File: src/rtl/div_share_ctrl.sv
`default_nettype none
// ============================================================================
//  Module      : div_share_ctrl
//  Description : Shares one iterative divider between two execute pipes.
//                Fixed-priority grant (pipe 0 older), single start pulse per
//                instruction, result held until the owner acks, flush with
//                drain of the non-abortable divider, and a one-entry
//                quotient/remainder buffer for DIV/MOD pairs.
//  Revision    : 1.0 - initial release
// ============================================================================
module div_share_ctrl #(
  parameter int DATA_W = 32,
  parameter int TAG_W  = 32
) (
  input  logic                   clk,
  input  logic                   rst,
  input  logic [1:0]             req_valid,
  input  logic [1:0]             req_signed,
  input  logic [1:0]             req_is_mod,
  input  logic [1:0][DATA_W-1:0] req_dividend,
  input  logic [1:0][DATA_W-1:0] req_divisor,
  input  logic [1:0][TAG_W-1:0]  req_tag,
  input  logic [1:0]             req_ack,
  input  logic [1:0]             flush,
  output logic                   div_start,
  output logic                   div_op,
  output logic [DATA_W-1:0]      div_dividend,
  output logic [DATA_W-1:0]      div_divisor,
  input  logic                   div_busy,
  input  logic                   div_done,
  input  logic [DATA_W-1:0]      div_quotient,
  input  logic [DATA_W-1:0]      div_remainder,
  output logic [1:0]             pause,
  output logic [1:0]             resp_valid,
  output logic [DATA_W-1:0]      resp_data,
  output logic [TAG_W-1:0]       resp_tag
);

  typedef enum logic [2:0] {
    S_IDLE  = 3'd0,
    S_ISSUE = 3'd1,
    S_WAIT  = 3'd2,
    S_DRAIN = 3'd3,
    S_HOLD  = 3'd4
  } state_t;

  state_t              state;
  state_t              state_nx;

  // Latched copy of the granted request
  logic                owner;
  logic                op_signed;
  logic                op_is_mod;
  logic [DATA_W-1:0]   op_dividend;
  logic [DATA_W-1:0]   op_divisor;
  logic [TAG_W-1:0]    op_tag;

  // One-entry result buffer
  logic                buf_valid;
  logic                buf_signed;
  logic [DATA_W-1:0]   buf_dividend;
  logic [DATA_W-1:0]   buf_divisor;
  logic [DATA_W-1:0]   buf_quot;
  logic [DATA_W-1:0]   buf_rem;

  logic [1:0]          eligible;
  logic                grant_any;
  logic                grant_sel;
  logic                buf_hit;
  logic                take;
  logic                fill;
  logic                hold;

  // Arbitration and buffer lookup for the candidate request
  always_comb begin
    eligible  = req_valid & ~flush;
    grant_sel = ~eligible[0];
    grant_any = (|eligible) & ~div_busy;
    buf_hit   = buf_valid
              && (buf_dividend == req_dividend[grant_sel])
              && (buf_divisor  == req_divisor[grant_sel])
              && (buf_signed   == req_signed[grant_sel]);
  end

  // State register
  always_ff @(posedge clk or negedge rst) begin
    if (!rst) state <= S_IDLE;
    else      state <= state_nx;
  end

  // Next-state logic, start pulse and capture strobes
  always_comb begin
    state_nx  = state;
    div_start = 1'b0;
    take      = 1'b0;
    fill      = 1'b0;
    case (state)
      S_IDLE: begin
        if (grant_any) begin
          take     = 1'b1;
          state_nx = buf_hit ? S_HOLD : S_ISSUE;
        end
      end
      S_ISSUE: begin
        // A divider still running blocks the start; a flush before the start
        // then needs no drain.
        if (!div_busy) begin
          div_start = 1'b1;
          state_nx  = flush[owner] ? S_DRAIN : S_WAIT;
        end else if (flush[owner]) begin
          state_nx = S_IDLE;
        end
      end
      S_WAIT: begin
        if (div_done) begin
          fill     = 1'b1;
          state_nx = flush[owner] ? S_IDLE : S_HOLD;
        end else if (flush[owner]) begin
          state_nx = S_DRAIN;
        end
      end
      S_DRAIN: begin
        if (div_done) begin
          fill     = 1'b1;
          state_nx = S_IDLE;
        end
      end
      S_HOLD: begin
        if (req_ack[owner] || flush[owner]) state_nx = S_IDLE;
      end
      default: state_nx = S_IDLE;
    endcase
  end

  // Request latch on grant
  always_ff @(posedge clk or negedge rst) begin
    if (!rst) begin
      owner       <= 1'b0;
      op_signed   <= 1'b0;
      op_is_mod   <= 1'b0;
      op_dividend <= '0;
      op_divisor  <= '0;
      op_tag      <= '0;
    end else if (take) begin
      owner       <= grant_sel;
      op_signed   <= req_signed[grant_sel];
      op_is_mod   <= req_is_mod[grant_sel];
      op_dividend <= req_dividend[grant_sel];
      op_divisor  <= req_divisor[grant_sel];
      op_tag      <= req_tag[grant_sel];
    end
  end

  // Result buffer fill on every completed divide, including drained ones
  always_ff @(posedge clk or negedge rst) begin
    if (!rst) begin
      buf_valid    <= 1'b0;
      buf_signed   <= 1'b0;
      buf_dividend <= '0;
      buf_divisor  <= '0;
      buf_quot     <= '0;
      buf_rem      <= '0;
    end else if (fill) begin
      buf_valid    <= 1'b1;
      buf_signed   <= op_signed;
      buf_dividend <= op_dividend;
      buf_divisor  <= op_divisor;
      buf_quot     <= div_quotient;
      buf_rem      <= div_remainder;
    end
  end

  // In HOLD the buffer always matches the latched operands (hit or fresh fill),
  // so the response is read from it in both cases.
  assign hold         = (state == S_HOLD);
  assign resp_valid   = hold ? (owner ? 2'b10 : 2'b01) : 2'b00;
  assign resp_data    = hold ? (op_is_mod ? buf_rem : buf_quot) : '0;
  assign resp_tag     = hold ? op_tag : '0;
  assign pause        = req_valid & ~resp_valid;
  assign div_op       = op_signed;
  assign div_dividend = op_dividend;
  assign div_divisor  = op_divisor;

endmodule
`default_nettype wire

File: config.mk
export PLATFORM = sky130hd
export DESIGN_NAME = div_share_ctrl
export DESIGN_NICKNAME = d
export VERILOG_FILES = /design/src/rtl/div_share_ctrl.sv
export SDC_FILE = /design/constraint.sdc
export NUM_CORES = 1
export LEC_CHECK = 0
export CAP_MARGIN = 20
export CORE_UTILIZATION = 35
export DETAILED_ROUTE_END_ITERATION = 10
export PLACE_DENSITY_LB_ADDON = 0.2
export SYNTH_ARGS = -nofsm -noshare
export SYNTH_HDL_FRONTEND = slang
export SYNTH_SLANG_ARGS = --single-unit
File: constraint.sdc
create_clock -name clk -period 8.1 [get_ports clk]
set_clock_uncertainty 0.15 [all_clocks]
set_input_delay 1.62 -clock clk [delete_from_list [all_inputs] [get_ports clk]]
set_output_delay 1.62 -clock clk [all_outputs]
set_load 0.005 [all_outputs]
==> metrics.txt, run 1 <==
post-route ant nets=0; Clock Path Buffers=3; Tightest Pin Transition=1.05 ns; Crit path required time=8.39 ns; H-tree depth=1; EDFF count, synth=0; GPL Wtd Cong=between 0.8 and 0.9; HP Class=reg2reg; average wire per standard cell=19.6 um; pin count of the biggest net entering global routing=about 120; detail-routed via count per cell=approximately 5; Largest delay share family, worst path=simple AND/OR/NAND/NOR gates; Finished Layout Cells=2009; mapped cell area=0.0118 mm2; initial antenna violation count=6; Max-Cap Viols=0; Syn Nets=1444; DP Wirelength=~28 mm; first-pass GRT wire length=58.2 mm; WP buf/inv=2; final WL=39.3 mm; fin crit share=0.643; CTS tree=yes; CP peak stage delay=~0.77 ns; # hold bufs at CTS=0; sequential fraction of the synthesis area=0.494; largest family of logic cells by synthesized area=multiplexers; CP cell instances=clkdlybuf4s50_1 > nor2b_4 > buf_12 > mux2i_1 > nor2_1 > a2111oi_0 > nand4_1 > nor4_2 > nand2_1 > a221o_1; CP Launch Type=input port; Setup crit end kind=flip-flop; Syn Area/Cell=10.0 um2; Synth Flop Type=dfrtp_1; Slew Limit Fails=0; Reg clk slew, reported paths=0.06 ns; Die ar.=0.0343 mm2; Final Hold Fails=0; GRT Total Usage=0.223; drt drc=0; DR pass1 iterations=5; Fillers=approximately 3k; PortBufs=403; share of cells above drive strength 1=0.125; Synth Area in XOR/XNOR=0.0201; CP max stage cell=nor2b_4; Inst Count DP=1954; number of global-route vias before repair=10.1k; RSZ-0062 raised after global routing=false; worst skew pair latency=0.56 ns; total CTS buffers=28; synth unique cells=52; Die X-Extent=185 um; I/O pins=404; die height=185 um; total grt overflow=0; standard-cell rows=66; Post-CTS Setup Bufs=0; # clock sinks=around 230; fmax=around 190 MHz; DR vias=between 10k and 15k; r2r setup slk=4.88 ns; WP data arrival=roughly 5.5 ns; PwrDens=321 mW/mm2; Synth async-reset ratio=1.00; sw power=1.81 mW; Internal=3.68 mW; core region area=0.0328 mm2; number of setup violations in the final report=0; initial core utilization=0.359; Yosys warning total=0; area grow syn2layout=45.7%; Crit Path Max Fanout=~100; share of power burned in registers=0.396; worst setup path class=in2reg; clock power share=0.230; status=complete, no violations; Synth Area in Adders=0; mux share of post-synthesis cell area=0.176; Setup TNS Final=0 ns; Tmin final=5.21 ns; leakage=7.08 nW; Max IR drop VDD=between 0.00015 and 0.0002 V; Synth Register Bits=232; Logic pwr share=0.374; post-cts resize count=0; post-synthesis compound-gate area fraction=0.103; Syn Inst Count=1174; simple logic cell fraction of the synthesized area=0.172; DRT iter0 DRCs=between 400 and 500; root buffer cell=clkbuf_16; relative slew slack=0.302; nets=1812; switching share of power=0.330
state kept, by name (all words and copies together) (netlist names):
register	flops
buf_signed	1
div_op	1
buf_dividend	32
op_tag	32
buf_valid	1
div_divisor	32
buf_quot	32
div_dividend	32
buf_rem	32
buf_divisor	32
state	3
owner	1
op_is_mod	1
area by class of cell:
type	instances	area, um2	area share
Antenna cell	4	10.0	0.000584
Clock buffer	47	882	0.0515
Clock inverter	4	60.1	0.00351
Inverter	24	90.1	0.00526
Multi-Input combinational cell	840	5570	0.325
Sequential cell	232	5810	0.339
Tap cell	442	553	0.0323
Timing Repair Buffer	416	4160	0.243
Yosys cell counts (2+ instances only):
master,number,area share
dfrtp_1,232,0.49
nand2_1,151,0.048
nor2_1,144,0.046
mux2_2,129,0.12
a31oi_1,69,0.037
mux2i_1,62,0.053
clkbuf_1,61,0.019
nor2b_1,43,0.023
a21oi_1,41,0.017
and3_1,33,0.018
inv_1,24,0.0077
o21ai_0,20,0.0085
xnor2_1,14,0.010
nand2b_1,13,0.0069
xor2_1,13,0.0097
buf_1,11,0.0035
nand3b_1,11,0.0070
a221oi_1,9,0.0067
nand4_1,9,0.0048
o22ai_1,8,0.0043
nor4_1,7,0.0037
nor3_1,6,0.0026
nand3_1,5,0.0021
nor3b_1,5,0.0032
a211oi_1,4,0.0026
o211ai_1,4,0.0026
o2bb2ai_1,4,0.0030
or3_1,4,0.0021
a22oi_1,3,0.0019
o221ai_1,3,0.0022
o311ai_0,3,0.0022
a2111oi_0,2,0.0015
a2111oi_4,2,0.0047
a221o_1,2,0.0017
buf_2,2,0.00085
buf_4,2,0.0013
buf_6,2,0.0019
o31a_1,2,0.0015
or4_1,2,0.0013
cells by family after synthesis:
kind of cell              count (synthesis)
and+or+nand+nor                         439
DFF                                     232
muxes                                   191
AOI/OAI and AO/OA                       183
buffers and inverters                   102
xor gates and xnor gates                 27
routing by layer:
metal  part of all wire  routed length, um  GRT usage  up-vias
met5             0.0013                 51          0        -
met3              0.079               3110     0.0608       64
met1               0.43              16800      0.288     4953
met4              0.028               1100     0.0671        8
li1                   -                  -          -     4853
met2               0.47              18300      0.360      342
path summary, 6_finish.rpt:
path / from / end / depth (start not counted)
min: buf_valid / buf_valid / 1
max reg2reg: buf_divisor[10] / state[0] / 8
min in group asynchronous: rst / op_tag[26] / 1
max in group asynchronous: rst / buf_rem[8] / 2
max: req_valid[0] / state[0] / 10
min reg2reg: buf_valid / buf_valid / 1
stage by stage:
stage	hold slack (ns)	setup WS, ns	util	instance area [um2]	power, mW
after floorplan	0.278	4.08	-	11800	3.28
after CTS	0.335	2.91	0.522	17100	5.56
final	0.328	2.89	0.523	17100	5.50
after global routing	0.361	2.55	0.522	17100	5.86
after detailed placement	0.317	2.32	0.494	16200	4.27
after global placement	0.310	2.46	0.493	16200	4.22
power groups by stage:
stage               clock network [mW]  logic [mW]  registers [mW]
floorplan                            0        1.21            2.07
global placement                     0        2.04            2.18
detailed placement                   0        2.07            2.19
CTS                               1.30        2.08            2.18
global route                      1.35        2.25            2.26
finish                            1.26        2.05            2.18
cells in the final DEF (no fill, tap or decap), drive strengths merged, types with 11 or more instances in the layout:
cell type / instances
nor2: 144
nand3b: 11
inv: 24
nand2b: 13
nor2b: 43
xor2: 13
mux2: 129
nand2: 151
o21ai: 20
and3: 33
dfrtp: 232
clkdlybuf4s50: 402
buf: 14
a21oi: 41
xnor2: 14
a31oi: 69
clkbuf: 47
mux2i: 62
Note: power is estimated with default switching activity, not from simulation.
==> run 2: changes to the inputs <==
Clock period 8.1 ns to 4.6 ns, I/O delays scaled along.
==> run 2 against run 1 <==
Via count decreased by 0.87%. Largest cell class unchanged. Count of clock-buffer cells in the layout unchanged. Critical endpoint unchanged. Worst hold slack worse by 0.024 ns. Core utilization is 0.26 points higher. Highest routed layer unchanged. Cell area grew 0.50%.
==> metrics.txt, run 2 (synthesis results as in run 1) <==
die height=185 um; Final Hold Fails=0; root buffer cell=clkbuf_16; DRT iter0 DRCs=485; # hold bufs at CTS=0; most common cell after layout, fill and taps aside=clkdlybuf4s50_1; relative slew slack=0.398; number of global-route vias before repair=between 10k and 15k; share of power burned in registers=0.401; status=complete, no violations; GRT Total Usage=0.219; drt drc=0; Setup TNS Final=0 ns; PwrDens=558 mW/mm2; DR vias=~10k; Crit path required time=4.86 ns; worst setup path class=in2reg; hold_ws=just over 0.3 ns; first-pass GRT wire length=around 58 mm; leakage=about 7 nW; CP cell instances=clkdlybuf4s50_1 > nand2b_4 > a2111oi_4 > nor2_1 > or4_1 > or4_1 > nor4_2 > buf_4 > nand2_1 > a221o_1; fin crit share=0.839; CP max stage cell=or4_1; Reg clk slew, reported paths=0.06 ns; final WL=38.8 mm; Internal=6.48 mW; Die ar.=between 0.03 and 0.04 mm2; core region area=0.0328 mm2; Crit path top cell by count=or4_1; Tightest Pin Transition=0.903 ns; HP Class=in2async; most frequent cells in the layout=clkdlybuf4s50_1, dfrtp_1, nand2_1; worst skew pair latency=0.53 ns; nets=between 1.5k and 2k; Max IR drop VDD=0.000316 V; standard-cell rows=66; total grt overflow=0; Logic pwr share=0.374; share of cells above drive strength 1=0.129; Setup crit end kind=flip-flop; total CTS buffers=28; # clock sinks=232; Clock Path Buffers=3; pin count of the biggest net entering global routing=109; area grow syn2layout=46.4%; DP Wirelength=roughly 28 mm; fmax=259 MHz; WP data arrival=4.12 ns; DR pass1 iterations=5; detail-routed via count per cell=approximately 5; post-cts resize count=0; GPL Wtd Cong=0.820; I/O pins=about 400; PortBufs=around 400; CP peak stage delay=~0.56 ns; Tmin final=3.86 ns; CTS tree=yes; switching share of power=0.326; Slew Limit Fails=0; Post-CTS Setup Bufs=0; average wire per standard cell=19.3 um; clock power share=0.225; Max-Cap Viols=0; CP Launch Type=input port; sw power=roughly 3.1 mW; initial antenna violation count=3; H-tree depth=1; RSZ-0062 raised after global routing=false; Die X-Extent=185 um; post-route ant nets=0; initial core utilization=0.359; number of setup violations in the final report=0; Crit Path Max Fanout=15
## run 2: changes by cell type in the layout (fill, tap and decap cells not counted), moves of 3 or more
| cell | delta |
|---|---|
| diode_2 | -3 |
| buf_4 | +8 |
| buf_12 | +4 |
| clkbuf_1 | +3 |
| clkbuf_8 | -4 |
## run 2: per-stage QoR
stage,setup WS (ns),utilization,power [mW],std cells,area [um2]
3_3_place_gp,0.206,0.498,7.42,1965,16300
2_1_floorplan,1.28,-,5.77,1174,11800
3_5_place_dp,0.155,0.498,7.52,1965,16300
4_1_cts,0.709,0.525,9.74,2014,17200
5_1_grt,0.653,0.525,10.3,2014,17200
6_report,0.742,0.525,9.61,2015,17200
## run 2: worst paths after layout
| check | from | end | slack, ns | cells past startpoint |
|---|---|---|---|---|
| setup reg to reg | buf_divisor[10] | state[0] | 1.33 | 9 |
| max in group asynchronous | rst | div_dividend[18] | 2.97 | 2 |
| hold / removal | rst | buf_rem[20] | 0.30 | 1 |
| setup / recovery | flush[0] | state[0] | 0.74 | 10 |
| min in group clk | buf_valid | buf_valid | 0.32 | 1 |
| hold reg to reg | buf_valid | buf_valid | 0.32 | 1 |
## run 2: critical path, delay by kind of cell
family	cells	cell delay [ns]
and+or+nand+nor	6	1.83
buffers and inverters	2	0.72
AOI/OAI and AO/OA	2	0.64
## run 2: power groups by stage
stage | Clock [mW] | Combinational [mW] | Sequential (mW)
2_1_floorplan | 0 | 2.13 | 3.64
3_3_place_gp | 0 | 3.58 | 3.84
3_5_place_dp | 0 | 3.63 | 3.89
4_1_cts | 2.23 | 3.65 | 3.86
5_1_grt | 2.31 | 3.94 | 4.01
6_report | 2.16 | 3.59 | 3.86
## run 2: cell type report
type,instances,area [um2]
fillers,2975,15600
flip-flops and latches,232,5810
multi-input cells,840,5570
repair buffers,427,4290
clock buffers,47,863
well taps,442,553
inverters,24,90.1
clock inverters,2,35.0
diodes,1,2.50
## run 2: layer usage
layer  share of wire  GRT usage
met1            0.41      0.270
met3           0.088     0.0698
met5          0.0011          0
met4           0.026     0.0664
met2            0.47      0.364
